--- src/rtl/pulse_pkg.sv ---
// Shared types for the pulse-descriptor path: descriptor layout, sequencer states, memory word layout.
// Width macros mirror pulse_descriptor.vh and are only defaulted here when that header is absent.
`ifndef PULSE_REG_TSTART_W
`define PULSE_REG_TSTART_W 16
`endif
`ifndef PULSE_MEM_ADDR_W
`define PULSE_MEM_ADDR_W 8
`endif

package pulse_pkg;

    localparam int unsigned DESC_DELAY_W = `PULSE_REG_TSTART_W;
    localparam int unsigned DESC_ADDR_W  = `PULSE_MEM_ADDR_W;
    localparam int unsigned SAMPLE_W_DEF = 16;
    // Pulse memory word: {last, sample[SAMPLE_W-1:0]}
    localparam int unsigned LAST_BIT     = SAMPLE_W_DEF;

    typedef struct packed {
        logic [DESC_DELAY_W-1:0] delay;
        logic [DESC_ADDR_W-1:0]  pulse_mem_addr;
    } pulse_descriptor_t;

    typedef enum logic [1:0] {
        ST_IDLE  = 2'd0,
        ST_WAIT  = 2'd1,
        ST_PLAY  = 2'd2,
        ST_DRAIN = 2'd3
    } seq_state_e;

endpackage

--- src/rtl/pulse_delay_timer.sv ---
// Loadable down-counter with a zero flag; times the WAIT interval of the pulse sequencer.
module pulse_delay_timer #(
    parameter int unsigned W = 16
) (
    input  logic         clk,
    input  logic         rst,
    input  logic         load,
    input  logic [W-1:0] load_val,
    input  logic         dec,
    output logic         zero
);

    logic [W-1:0] count_q;
    logic [W-1:0] count_d;

    always_comb begin
        count_d = count_q;
        if (load) begin
            count_d = load_val;
        end else if (dec && (count_q != '0)) begin
            count_d = count_q - 1'b1;
        end
    end

    always_ff @(posedge clk or posedge rst) begin
        if (rst) begin
            count_q <= '0;
        end else begin
            count_q <= count_d;
        end
    end

    assign zero = (count_q == '0);

endmodule

--- src/rtl/pulse_sequencer.sv ---
// Pops {delay, addr} descriptors, waits delay cycles, then streams pulse memory until a last-tagged word.
// Optional PULSE_SEQ_STATS_EN adds pulse_count / sample_count outputs.
`ifndef PULSE_REG_TSTART_W
`define PULSE_REG_TSTART_W 16
`endif
`ifndef PULSE_MEM_ADDR_W
`define PULSE_MEM_ADDR_W 8
`endif

module pulse_sequencer
    import pulse_pkg::*;
#(
    parameter int unsigned DELAY_W  = `PULSE_REG_TSTART_W,
    parameter int unsigned ADDR_W   = `PULSE_MEM_ADDR_W,
    parameter int unsigned SAMPLE_W = 16,
    parameter int unsigned MAX_LEN  = 4096
) (
    input  logic                clk,
    input  logic                reset,
    input  logic                desc_empty,
    input  logic [DELAY_W-1:0]  desc_delay,
    input  logic [ADDR_W-1:0]   desc_addr,
    output logic                desc_rd_en,
    output logic                mem_rd_en,
    output logic [ADDR_W-1:0]   mem_addr,
    input  logic [SAMPLE_W:0]   mem_rdata,
    output logic [SAMPLE_W-1:0] sample_out,
    output logic                sample_valid,
    output logic                busy,
`ifdef PULSE_SEQ_STATS_EN
    output logic [31:0]         pulse_count,
    output logic [31:0]         sample_count,
`endif
    output logic                len_err
);

    localparam int unsigned LEN_W = $clog2(MAX_LEN + 1);

    seq_state_e          state_q;
    seq_state_e          state_d;
    seq_state_e          start_state;
    logic                pop;
    logic                timer_zero;
    logic                last_flag;
    logic                len_hit;
    logic                pulse_end;

    logic [ADDR_W-1:0]   addr_q;
    logic [ADDR_W-1:0]   addr_d;
    logic                rd_pending_q;
    logic                rd_pending_d;
    logic [LEN_W-1:0]    len_cnt_q;
    logic [LEN_W-1:0]    len_cnt_d;
    logic                len_err_q;
    logic                len_err_d;

    // Timer is loaded with delay-1 so its zero flag marks the last WAIT cycle.
    pulse_delay_timer #(
        .W (DELAY_W)
    ) u_delay_timer (
        .clk      (clk),
        .rst      (reset),
        .load     (pop && (desc_delay != '0)),
        .load_val (desc_delay - 1'b1),
        .dec      (state_q == ST_WAIT),
        .zero     (timer_zero)
    );

    always_comb begin
        last_flag = mem_rdata[SAMPLE_W];
        len_hit   = (len_cnt_q == LEN_W'(MAX_LEN - 1));
        pulse_end = rd_pending_q && (last_flag || len_hit);
    end

    always_ff @(posedge clk or posedge reset) begin
        if (reset) begin
            state_q <= ST_IDLE;
        end else begin
            state_q <= state_d;
        end
    end

    always_comb begin
        state_d     = state_q;
        pop         = 1'b0;
        start_state = (desc_delay == '0) ? ST_PLAY : ST_WAIT;
        case (state_q)
            ST_IDLE: begin
                if (!desc_empty) begin
                    pop     = 1'b1;
                    state_d = start_state;
                end
            end
            ST_WAIT: begin
                if (timer_zero) begin
                    state_d = ST_PLAY;
                end
            end
            ST_PLAY: begin
                if (pulse_end) begin
                    if (!desc_empty) begin
                        pop     = 1'b1;
                        state_d = start_state;
                    end else begin
                        state_d = ST_DRAIN;
                    end
                end
            end
            ST_DRAIN: begin
                state_d = ST_IDLE;
            end
            default: begin
                state_d = ST_IDLE;
            end
        endcase
    end

    // The read issued alongside the final sample never becomes a pending sample.
    always_comb begin
        addr_d       = addr_q;
        len_cnt_d    = len_cnt_q;
        rd_pending_d = (state_q == ST_PLAY) && !pulse_end;
        len_err_d    = len_err_q | (rd_pending_q && len_hit && !last_flag);
        if (pop) begin
            addr_d    = desc_addr;
            len_cnt_d = '0;
        end else begin
            if (state_q == ST_PLAY) begin
                addr_d = addr_q + 1'b1;
            end
            if (rd_pending_q) begin
                len_cnt_d = len_cnt_q + 1'b1;
            end
        end
    end

    always_ff @(posedge clk or posedge reset) begin
        if (reset) begin
            addr_q       <= '0;
            rd_pending_q <= 1'b0;
            len_cnt_q    <= '0;
            len_err_q    <= 1'b0;
        end else begin
            addr_q       <= addr_d;
            rd_pending_q <= rd_pending_d;
            len_cnt_q    <= len_cnt_d;
            len_err_q    <= len_err_d;
        end
    end

`ifdef PULSE_SEQ_STATS_EN
    logic [31:0] pulse_cnt_q;
    logic [31:0] pulse_cnt_d;
    logic [31:0] sample_cnt_q;
    logic [31:0] sample_cnt_d;

    always_comb begin
        pulse_cnt_d  = pulse_cnt_q + {31'd0, pulse_end};
        sample_cnt_d = sample_cnt_q + {31'd0, rd_pending_q};
    end

    always_ff @(posedge clk or posedge reset) begin
        if (reset) begin
            pulse_cnt_q  <= '0;
            sample_cnt_q <= '0;
        end else begin
            pulse_cnt_q  <= pulse_cnt_d;
            sample_cnt_q <= sample_cnt_d;
        end
    end

    assign pulse_count  = pulse_cnt_q;
    assign sample_count = sample_cnt_q;
`endif

    // Pop is masked by reset so a pending FIFO head is never consumed while held in reset.
    always_comb begin
        desc_rd_en   = pop && !reset;
        mem_rd_en    = (state_q == ST_PLAY);
        mem_addr     = (state_q == ST_PLAY) ? addr_q : '0;
        sample_valid = rd_pending_q;
        sample_out   = rd_pending_q ? mem_rdata[SAMPLE_W-1:0] : '0;
        busy         = (state_q != ST_IDLE);
        len_err      = len_err_q;
    end

endmodule

--- config.mk ---
export PLATFORM = sky130hd
export DESIGN_NAME = pulse_sequencer
export DESIGN_NICKNAME = d
export VERILOG_FILES = /design/src/rtl/pulse_pkg.sv /design/src/rtl/pulse_delay_timer.sv /design/src/rtl/pulse_sequencer.sv
export SDC_FILE = /design/constraint.sdc
export NUM_CORES = 1
export LEC_CHECK = 0
export ABC_AREA = 1
export CORE_ASPECT_RATIO = 1.25
export CORE_MARGIN = 2
export CORE_UTILIZATION = 52
export CTS_BUF_LIST = sky130_fd_sc_hd__clkbuf_8
export CTS_CLUSTER_DIAMETER = 150
export DETAILED_ROUTE_END_ITERATION = 10
export GPL_TIMING_DRIVEN = 0
export PLACE_DENSITY = 0.83
export SLEW_MARGIN = 20
export SYNTH_ARGS = -nofsm -noshare
export SYNTH_HDL_FRONTEND = slang
export SYNTH_HIERARCHICAL = 1
export SYNTH_SLANG_ARGS = --single-unit
export TNS_END_PERCENT = 10
--- constraint.sdc ---
create_clock -name clk -period 2.5 [get_ports clk]
set_input_delay 0.5 -clock clk [delete_from_list [all_inputs] [get_ports clk]]
set_output_delay 0.5 -clock clk [all_outputs]
set_load 0.02 [all_outputs]
==> summary.md, run 1 <==
| Metric | Value |
|---|---|
| Run status | `finished clean` |
| Final setup viols | `0` |
| Layout fillers | `between 400 and 500` |
| Maximum achievable frequency | `about 420 MHz` |
| Critical path arrival | `1850 ps` |
| Flop pwr share | `0.321` |
| DP Wirelength | `5.66 mm` |
| CTS Buf Count | `5` |
| # clock sinks | `between 40 and 50` |
| Final Max Tran Viols | `0` |
| Mean post-synth cell area | `~6.7 sq um` |
| Post-Syn Nets | `just over 500` |
| CP endpoint kind | `output pin` |
| Antenna violations before repair | `0` |
| Detailed-route via count | `between 3000 and 4000` |
| Largest cells by area after synthesis | `dfrtp_1 (33%), nand2_1 (16%), inv_1 (8.3%)` |
| Placer Congestion | `~0.8` |
| Gr ovfl total | `0` |
| Post-layout total power | `3.66 mW` |
| Skew final | `3.74 ps` |
| Final hold vios | `0` |
| Metal2 WL | `between 3 and 4 mm` |
| Peak supply drop | `0.431 mV` |
| DIE AREA | `~6600 sq um` |
| Initial DRC Count | `between 200 and 250` |
| CTS tree | `yes` |
| Fin util | `0.688` |
| Routed met1 length | `2.70 mm` |
| Worst-path clk slew | `80 ps` |
| Die span in y | `around 90 um` |
| CP max FO | `10` |
| Top post-synthesis cells by count | `nand2_1 (132), inv_1 (68), nor2_1 (65)` |
| Worst Path Required | `about 2000 ps` |
| Largest net degree at the start of global routing | `26` |
| Setup repair bufs after CTS | `0` |
| Antenna cells | `0` |
| DRC | `0` |
| P_int | `1.95 mW` |
| Core area | `5780 sq um` |
| All-Layer GR Usage | `0.232` |
| Nets@finish | `slightly below 600` |
| Routed WL | `7.12 mm` |
| Max_cap viols | `0` |
| Clk pwr share | `0.120` |
| Final min period | `about 2400 ps` |
| Routed vias/inst | `5.10` |
| Cell taking the most area after synthesis | `dfrtp_1` |
| Distinct cell type count after synthesis | `35` |
| DR top layer | `met4` |
| CP Cell Sequence | `clkbuf_4 > buf_2 > nand2_1 > inv_1 > clkdlybuf4s50_1` |
| Post-synth EDFFs | `0` |
| Critical path type | `flop to output pin` |
| Multi-input logic area | `approximately 1700 sq um` |
| Sw Pwr | `about 1.7 mW` |
| Pre-CTS setup slack | `-401 ps` |
| Met3 WL | `around 420 um` |
| First-pass GRT wire length | `~12 mm` |
| Cell Rows | `31` |
| Flop2flop setup slack | `240 ps` |
| Worst-Margin Slew | `between 900 and 1000 ps` |
| Critical Path Start Type | `flop` |
| CP max stage cell | `clkdlybuf4s50_1` |
| Synth top area share | `0.333` |
| PwrDens | `between 900 and 1000 nW/um^2` |
| Avg WL per Cell | `between 10 and 15 um` |
| Vias in the first global route | `approximately 3000` |
| Most numerous cell in the Yosys netlist | `nand2_1` |
| Flops & latches, synth | `a little over 40` |
| Die X | `around 73 um` |
| Slew margin rel. | `0.392` |
| Clock Tree Root | `clkbuf_8` |
| Top FF cell, synth | `dfrtp_1` |
| Post-Syn Instances | `approximately 460` |
| Hold Buf Count CTS | `0` |
| I/O pin count | `73` |
| Clock tree buffer depth | `2` |
| Sw Ratio | `0.468` |
| Type of the worst min-delay path | `flop to flop` |
| Mapped Area | `3090 sq um` |
| Sequential cell area | `between 1000 and 1500 sq um` |
| Crit path largest cell delay | `590 ps` |
| Area growth syn-to-layout | `28.8%` |
| RSZ-0062 raised after global routing | `no` |
| Comb pwr share | `0.560` |
| DRT antenna net count | `0` |
| Warnings, synthesis | `6` |
| H-tree Lvls | `2` |
| Register area share after synthesis | `0.333` |
| Initial core utilization | `0.534` |
| Final WS setup | `approximately 150 ps` |
| Clk_lat worst skew | `between 200 and 300 ps` |
| LEAKAGE | `2.02 nW` |
| Drt pass-1 iters | `4` |
| Fin crit share | `0.942` |
| Input/output buffers | `72` |
| Ys async rst share | `1.00` |
| Fraction of layout cells with a size suffix above 1 | `0.0775` |
==> critical path, delay by kind of cell, from the launching register on <==
| family | cells | cell delay [ps] |
|---|---|---|
| buffers and inverters | 4 | 1070 |
| and+or+nand+nor | 1 | 80 |
| DFF | 1 | 420 |
==> cells in the final DEF, fill, tap and decap left out, drive strengths merged <==
cell type        n
xor2            27
nand3           49
a211oi           1
clkbuf          10
ha               5
and3             1
nor3            10
dlygate4sd2      8
o21ai            9
nor2            70
xnor2            8
nand2          140
inv             74
a21oi            6
nand4            3
and2             1
nor4             1
buf              4
or2              3
clkdlybuf4s50   63
nand3b           1
o21bai           5
dfrtp           41
o41ai            1
nor3b            1
==> power by group through the flow <==
stage / combinational (mW) / sequential (mW) / clock, mW
2_1_floorplan: 1.46 / 1.13 / 0
3_3_place_gp: 2.01 / 1.17 / 0
3_5_place_dp: 2.06 / 1.18 / 0
4_1_cts: 2.04 / 1.17 / 0.448
5_1_grt: 2.32 / 1.22 / 0.473
6_report: 2.05 / 1.18 / 0.439
==> layout make-up <==
type,instances,share of cell area
Timing Repair Buffer,72,0.178
Buffer,7,0.0126
Sequential cell,41,0.259
Clock inverter,1,0.000944
Clock buffer,6,0.0208
Inverter,73,0.0702
Multi-Input combinational cell,342,0.438
Tap cell,66,0.0208
==> per-stage QoR <==
stage / area [sq um] / hold slack [ps] / instances / setup TNS, ps
detailed placement: 3890 / 473 / 601 / -5280
global route: 3980 / 497 / 608 / 0
CTS: 3970 / 492 / 608 / 0
finish: 3980 / 485 / 608 / 0
floorplan: 3090 / 414 / 463 / 0
global placement: 3890 / 469 / 601 / -4400
==> final timing paths <==
kind,from,end,cells past startpoint
worst max-delay path,sample_valid$_DFF_PP0_,sample_out[7],5
worst min-delay path,len_err$_DFF_PP0_,len_err$_DFF_PP0_,1
worst max register to register,len_cnt_q[0]$_DFFE_PP0P_,u_delay_timer/count_q[12]$_DFFE_PP0P_,14
worst min register to register,len_err$_DFF_PP0_,len_err$_DFF_PP0_,1
max in group asynchronous,reset,sample_valid$_DFF_PP0_,2
min in group asynchronous,reset,u_delay_timer/count_q[13]$_DFFE_PP0P_,2
==> cells by family after synthesis <==
family / count (synthesis) / synth area share
and+or+nand+nor: 280 / 0.397
xor gates and xnor gates: 35 / 0.0994
AOI/OAI and AO/OA: 22 / 0.0454
adders and majority gates: 5 / 0.0203
buffers and inverters: 80 / 0.106
DFF: 41 / 0.333
==> routing by layer <==
| metal | vias up | GRT usage |
|---|---|---|
| li1 | 1580 | - |
| met1 | 1385 | 0.251 |
| met2 | 106 | 0.426 |
| met3 | 30 | 0.0448 |
| met4 | 0 | 0.0957 |
| met5 | - | 0 |
==> state kept, by name, indices dropped and copies added, names as in the netlist <==
name and count:
addr_q 8, len_cnt_q 13, len_err 1, sample_valid 1, state_q 2, u_delay_timer/count_q 16
==> what timing repair did <==
item	CTS	global route
endpoints found under the setup margin	30	24
resized for setup	13	7
cloned	0	0
Power figures use the tool's default switching activity.
==> inputs of run 2 (changes only) <==
==> constraint.sdc (replaced) <==
create_clock -name clk -period 2.5 [get_ports clk]
set_input_delay 0.75 -clock clk [delete_from_list [all_inputs] [get_ports clk]]
set_output_delay 0.75 -clock clk [all_outputs]
set_load 0.02 [all_outputs]
==> summary.md, run 2 (same netlist as run 1, synthesis figures left out) <==
| Metric | Value |
|---|---|
| Pre-CTS setup slack | `-705 ps` |
| Gr ovfl total | `0` |
| P_int | `1.95 mW` |
| Setup TNS | `-116 ps` |
| Input/output buffers | `72` |
| Skew final | `about 3.9 ps` |
| Clk pwr share | `0.120` |
| Multi-input logic area | `about 1800 sq um` |
| Clock Tree Root | `clkbuf_8` |
| Final WS setup | `-116 ps` |
| Sequential cell area | `roughly 1000 sq um` |
| Reg with most FFs | `u_delay_timer/count_q` |
| Detailed-route via count | `about 3100` |
| Type of the worst min-delay path | `flop to flop` |
| Placed insts | `601` |
| DRT antenna net count | `0` |
| Peak supply drop | `0.366 mV` |
| Regs by FF count | `u_delay_timer/count_q (16), len_cnt_q (13), addr_q (8)` |
| Final Max Tran Viols | `0` |
| Most common cell after layout, fill and taps aside | `nand2_1` |
| Run status | `finished with violations` |
| Worst R2R Path Depth | `16` |
| Core area | `5780 sq um` |
| Post-route cell area | `between 4000 and 5000 sq um` |
| Clk_lat worst skew | `just under 300 ps` |
| H-tree Lvls | `2` |
| Fin util | `0.698` |
| CTS Buf Count | `5` |
| Routed vias/inst | `approximately 5.1` |
| Comb pwr share | `0.561` |
| Final setup viols | `1` |
| RSZ-0062 raised after global routing | `yes` |
| Placed cell area | `about 3900 sq um` |
| Fin crit share | `1.05` |
| Vias in the first global route | `2995` |
| Largest net degree at the start of global routing | `26` |
| Worst Hold Path Cells | `1` |
| Worst-path clk slew | `70 ps` |
| Hold_ws | `between 400 and 500 ps` |
| All-Layer GR Usage | `0.233` |
| DRC | `0` |
| CP endpoint kind | `output pin` |
| Layout fillers | `between 400 and 500` |
| DIE AREA | `roughly 6600 sq um` |
| CP max FO | `9` |
| Antenna violations before repair | `0` |
| # clock sinks | `41` |
| Area growth syn-to-layout | `30.8%` |
| Placer Congestion | `0.816` |
| Most used cells in the layout excluding fill and tap cells | `nand2_1 (131), inv_1 (69), nor2_1 (61)` |
| PwrDens | `~920 nW/um^2` |
| Slew margin rel. | `0.382` |
| Max_cap viols | `0` |
| Drt pass-1 iters | `4` |
| Cell Rows | `31` |
| Clock tree buffer depth | `2` |
| Maximum achievable frequency | `382 MHz` |
| Sw Pwr | `approximately 1.7 mW` |
| Fraction of layout cells with a size suffix above 1 | `0.107` |
| Avg WL per Cell | `11.9 um` |
| DP Wirelength | `5.66 mm` |
| Nets@finish | `about 600` |
| Worst Path Required | `roughly 1800 ps` |
| Initial core utilization | `0.534` |
| Flop pwr share | `0.319` |
| Post-layout total power | `between 3 and 4 mW` |
| Die span in y | `approximately 90 um` |
| Critical Path Start Type | `input pin` |
| Critical path arrival | `1870 ps` |
| Number of flip-flops under the largest register name | `16` |
| Die X | `between 70 and 80 um` |
| Initial DRC Count | `213` |
| Final hold vios | `0` |
| Antenna cells | `0` |
| CTS tree | `yes` |
| Failing checks | `setup timing` |
| First-pass GRT wire length | `about 12 mm` |
| Post-Layout Cell Count | `610` |
| LEAKAGE | `around 2.2 nW` |
| Sw Ratio | `0.472` |
| Final min period | `2620 ps` |
| Routed WL | `7.24 mm` |
| Critical path type | `input pin to output pin` |
| Worst-Margin Slew | `925 ps` |
| I/O pin count | `73` |
run 2: cell types whose count changed in the layout (fill, tap and decap cells not counted), sizes merged:
cell | previous run | this run
clkdlybuf4s50 | 63 | 46
clkinv | 0 | 1
inv | 74 | 73
dlygate4sd2 | 8 | 6
clkbuf | 10 | 15
dlymetal6s2s | 0 | 11
buf | 4 | 7
clkdlybuf4s15 | 0 | 2
run 2: routing by layer:
layer / vias up / GRT usage / wire length, um / part of all wire
li1: 1593 / - / - / -
met1: 1402 / 0.252 / 2680 / 0.37
met2: 110 / 0.427 / 3830 / 0.53
met3: 30 / 0.0437 / 461 / 0.064
met4: 0 / 0.100 / 262 / 0.036
met5: - / 0 / 0 / 0
run 2: layout make-up:
cell class	count	area share
plain buffers	7	0.0146
clock buffers	6	0.0205
clock inverters	1	0.000930
inverters	73	0.0698
multi-input cells	342	0.441
flip-flops and latches	41	0.255
well taps	66	0.0205
repair buffers	74	0.178
run 2: repair_timing:
item | in CTS | in global routing
pin swaps | 0 | 1
hold endpoints to repair | 0 | 0
gates cloned | 0 | 0
hold buffers | 0 | 0
endpoints found under the setup margin | 41 | 32
buffers inserted | 0 | 2
gates resized for setup | 31 | 34
run 2: final timing paths:
kind / start / to / slack [ps]
max: desc_empty / desc_rd_en / -120
min: len_err$_DFF_PP0_ / len_err$_DFF_PP0_ / 490
max reg2reg: len_cnt_q[0]$_DFFE_PP0P_ / u_delay_timer/count_q[8]$_DFFE_PP0P_ / 260
min reg2reg: len_err$_DFF_PP0_ / len_err$_DFF_PP0_ / 490
max in group asynchronous: reset / sample_valid$_DFF_PP0_ / 830
min in group asynchronous: reset / u_delay_timer/count_q[12]$_DFFE_PP0P_ / 930
run 2: critical path, stage by stage:
cell and delay [ps]:
clkdlybuf4s50_1 470, nor2_4 300, nand2_8 110, nor2_2 90, buf_4 140
run 2: power groups by stage:
stage	combinational, mW	clock [mW]	sequential, mW
after floorplan	1.46	0	1.13
after global routing	2.34	0.473	1.22
after CTS	2.05	0.448	1.17
final	2.07	0.443	1.18
after global placement	2.01	0	1.17
after detailed placement	2.06	0	1.18
==> inputs of run 3 (changes only) <==
--- a/config.mk
+++ b/config.mk
@@ -7,7 +7,7 @@
 export LEC_CHECK = 0
 export ABC_AREA = 1
 export CORE_ASPECT_RATIO = 1.25
-export CORE_MARGIN = 2
+export CORE_MARGIN = 8
 export CORE_UTILIZATION = 52
 export CTS_BUF_LIST = sky130_fd_sc_hd__clkbuf_8
 export CTS_CLUSTER_DIAMETER = 150
==> summary.md, run 3 (same netlist as run 1, synthesis figures left out) <==
| Metric | Value |
|---|---|
| Final setup viols | `0` |
| Initial DRC Count | `around 130` |
| PwrDens | `around 950 nW/um^2` |
| Regs by FF count | `u_delay_timer/count_q (16), len_cnt_q (13), addr_q (8)` |
| Pre-CTS setup slack | `-707 ps` |
| Met3 Use GR | `0.0402` |
| Max_cap viols | `0` |
| Skew final | `between 2 and 3 ps` |
| Setup TNS | `0 ps` |
| # clock sinks | `between 40 and 50` |
| Avg WL per Cell | `roughly 13 um` |
| Area growth syn-to-layout | `34.5%` |
| Worst Hold Launch | `len_err$_DFF_PP0_` |
| Busiest grt layer | `met2` |
| First-pass GRT wire length | `13.7 mm` |
| CTS tree | `yes` |
| Worst-Margin Slew | `about 950 ps` |
| Core area | `around 5800 sq um` |
| Final WS setup | `~57 ps` |
| Number of flip-flops under the largest register name | `16` |
| CP endpoint kind | `flop` |
| Run status | `finished clean` |
| Worst R2R Path Depth | `16` |
| Input/output buffers | `approximately 70` |
| Hold Path End | `len_err$_DFF_PP0_` |
| RSZ-0062 raised after global routing | `yes` |
| RR Endpoint | `u_delay_timer/count_q[8]$_DFFE_PP0P_` |
| DIE AREA | `roughly 8700 sq um` |
| Fin crit share | `0.977` |
| H-tree Lvls | `2` |
| Antenna violations before repair | `0` |
| Initial core utilization | `0.534` |
| LEAKAGE | `2.16 nW` |
| Final Max Tran Viols | `0` |
| CTS Buf Count | `5` |
| Nets@finish | `602` |
| Peak supply drop | `about 0.42 mV` |
| Fin util | `0.718` |
| Drt pass-1 iters | `4` |
| Hold Buf Count CTS | `0` |
| Worst Path Required | `between 2000 and 3000 ps` |
| Largest net degree at the start of global routing | `26` |
| Placer Congestion | `between 0.8 and 0.9` |
| Type of the worst min-delay path | `flop to flop` |
| Critical Path Start Type | `input pin` |
| Die span in y | `between 100 and 150 um` |
| Reg-to-Reg Start | `len_cnt_q[0]$_DFFE_PP0P_` |
| Fraction of layout cells with a size suffix above 1 | `0.117` |
| Final min period | `2440 ps` |
| Routed WL | `~8 mm` |
| Reg with most FFs | `u_delay_timer/count_q` |
| Global Route met1 Usage | `0.196` |
| CP max FO | `10` |
| DRT antenna net count | `0` |
| All-Layer GR Usage | `0.194` |
| Clock tree buffer depth | `2` |
| Maximum achievable frequency | `just over 400 MHz` |
| Vias in the first global route | `approximately 3200` |
| Critical path type | `input pin to flop` |
| Die X | `84.9 um` |
| DRC | `0` |
| Worst Hold Path Cells | `1` |
| I/O pin count | `73` |
| Detailed-route via count | `between 3000 and 4000` |
| Layout fillers | `a little under 500` |
| Gr ovfl total | `0` |
| Cell Rows | `31` |
| GR Util met2 | `0.372` |
| Final hold vios | `0` |
| Antenna cells | `0` |
| Clk_lat worst skew | `310 ps` |
| DP Wirelength | `around 6.2 mm` |
| Routed vias/inst | `5.09` |
| Most used cells in the layout excluding fill and tap cells | `nand2_1 (130), inv_1 (68), nor2_1 (60)` |
| Critical path arrival | `2690 ps` |
| Most common cell after layout, fill and taps aside | `nand2_1` |
| Worst-path clk slew | `80 ps` |
| Slew margin rel. | `0.369` |
| Clock Tree Root | `clkbuf_8` |
| Flop2flop setup slack | `roughly 400 ps` |
[run 3: cell types whose count changed in the layout (fill, tap and decap cells not counted), moves of 2 or more]
cell	before	now
buf_4	3	13
clkbuf_2	7	2
clkbuf_4	2	0
clkdlybuf4s15_1	0	4
clkdlybuf4s50_1	46	44
dlygate4sd2_1	6	18
dlymetal6s2s_1	11	3
nor2_4	1	3
[run 3: worst max path at each step]
stage	startpoint	end	slack (ps)	cells after the start
after global placement	desc_empty	desc_rd_en	-680	5
after floorplan	desc_empty	desc_rd_en	290	3
after global routing	desc_delay[2]	u_delay_timer/count_q[2]$_DFFE_PP0P_	-50	10
after detailed placement	desc_empty	desc_rd_en	-710	5
after CTS	mem_rdata[16]	desc_rd_en	-150	8
final	desc_delay[2]	u_delay_timer/count_q[2]$_DFFE_PP0P_	60	10
[run 3: critical path, stage by stage]
cell             delay [ps]
clkdlybuf4s50_1         500
nor2_2                  190
nand2_2                 120
nor3_4                  190
a21oi_1                 120
buf_4                   180
clkinv_4                 90
nand3_2                 160
or2_2                   320
nand3_1                  70
[run 3: layout make-up]
class | instances | area [sq um] | share of cell area
buffer | 7 | 52.6 | 0.0127
clock buffer | 6 | 82.6 | 0.0199
clock inverter | 2 | 37.5 | 0.00904
inverter | 73 | 284 | 0.0684
multi-input combinational | 342 | 1800 | 0.433
sequential | 41 | 1030 | 0.248
tap | 66 | 82.6 | 0.0199
timing repair buffer | 83 | 786 | 0.189
[run 3: per-stage QoR]
step	hold WS [ps]	cell area, sq um	total power, mW	cells
after floorplan	474	3090	2.59	463
after global placement	464	3890	3.18	601
after detailed placement	469	3890	3.26	601
after CTS	493	4040	3.83	612
after global routing	518	4150	4.29	620
final	489	4150	3.93	620
[run 3: power by group]
group          switching [mW]  internal, mW  leakage [nW]
registers               0.267         0.902         0.517
logic                    1.31         0.884          1.59
clock network           0.248         0.325        0.0574
[run 3: per-layer routing]
layer	up-vias	part of all wire	wire length, um
li1	1604	-	-
met1	1440	0.40	3160
met2	96	0.53	4220
met3	16	0.047	371
met4	0	0.028	221
met5	-	0	0
[run 3: repair_timing]
item,4_1_cts,5_1_grt
endpoints found under the hold margin,0,0
endpoints found under the setup margin,42,24
buffers inserted,3,8
gates resized for setup,42,27
pin swaps,1,2
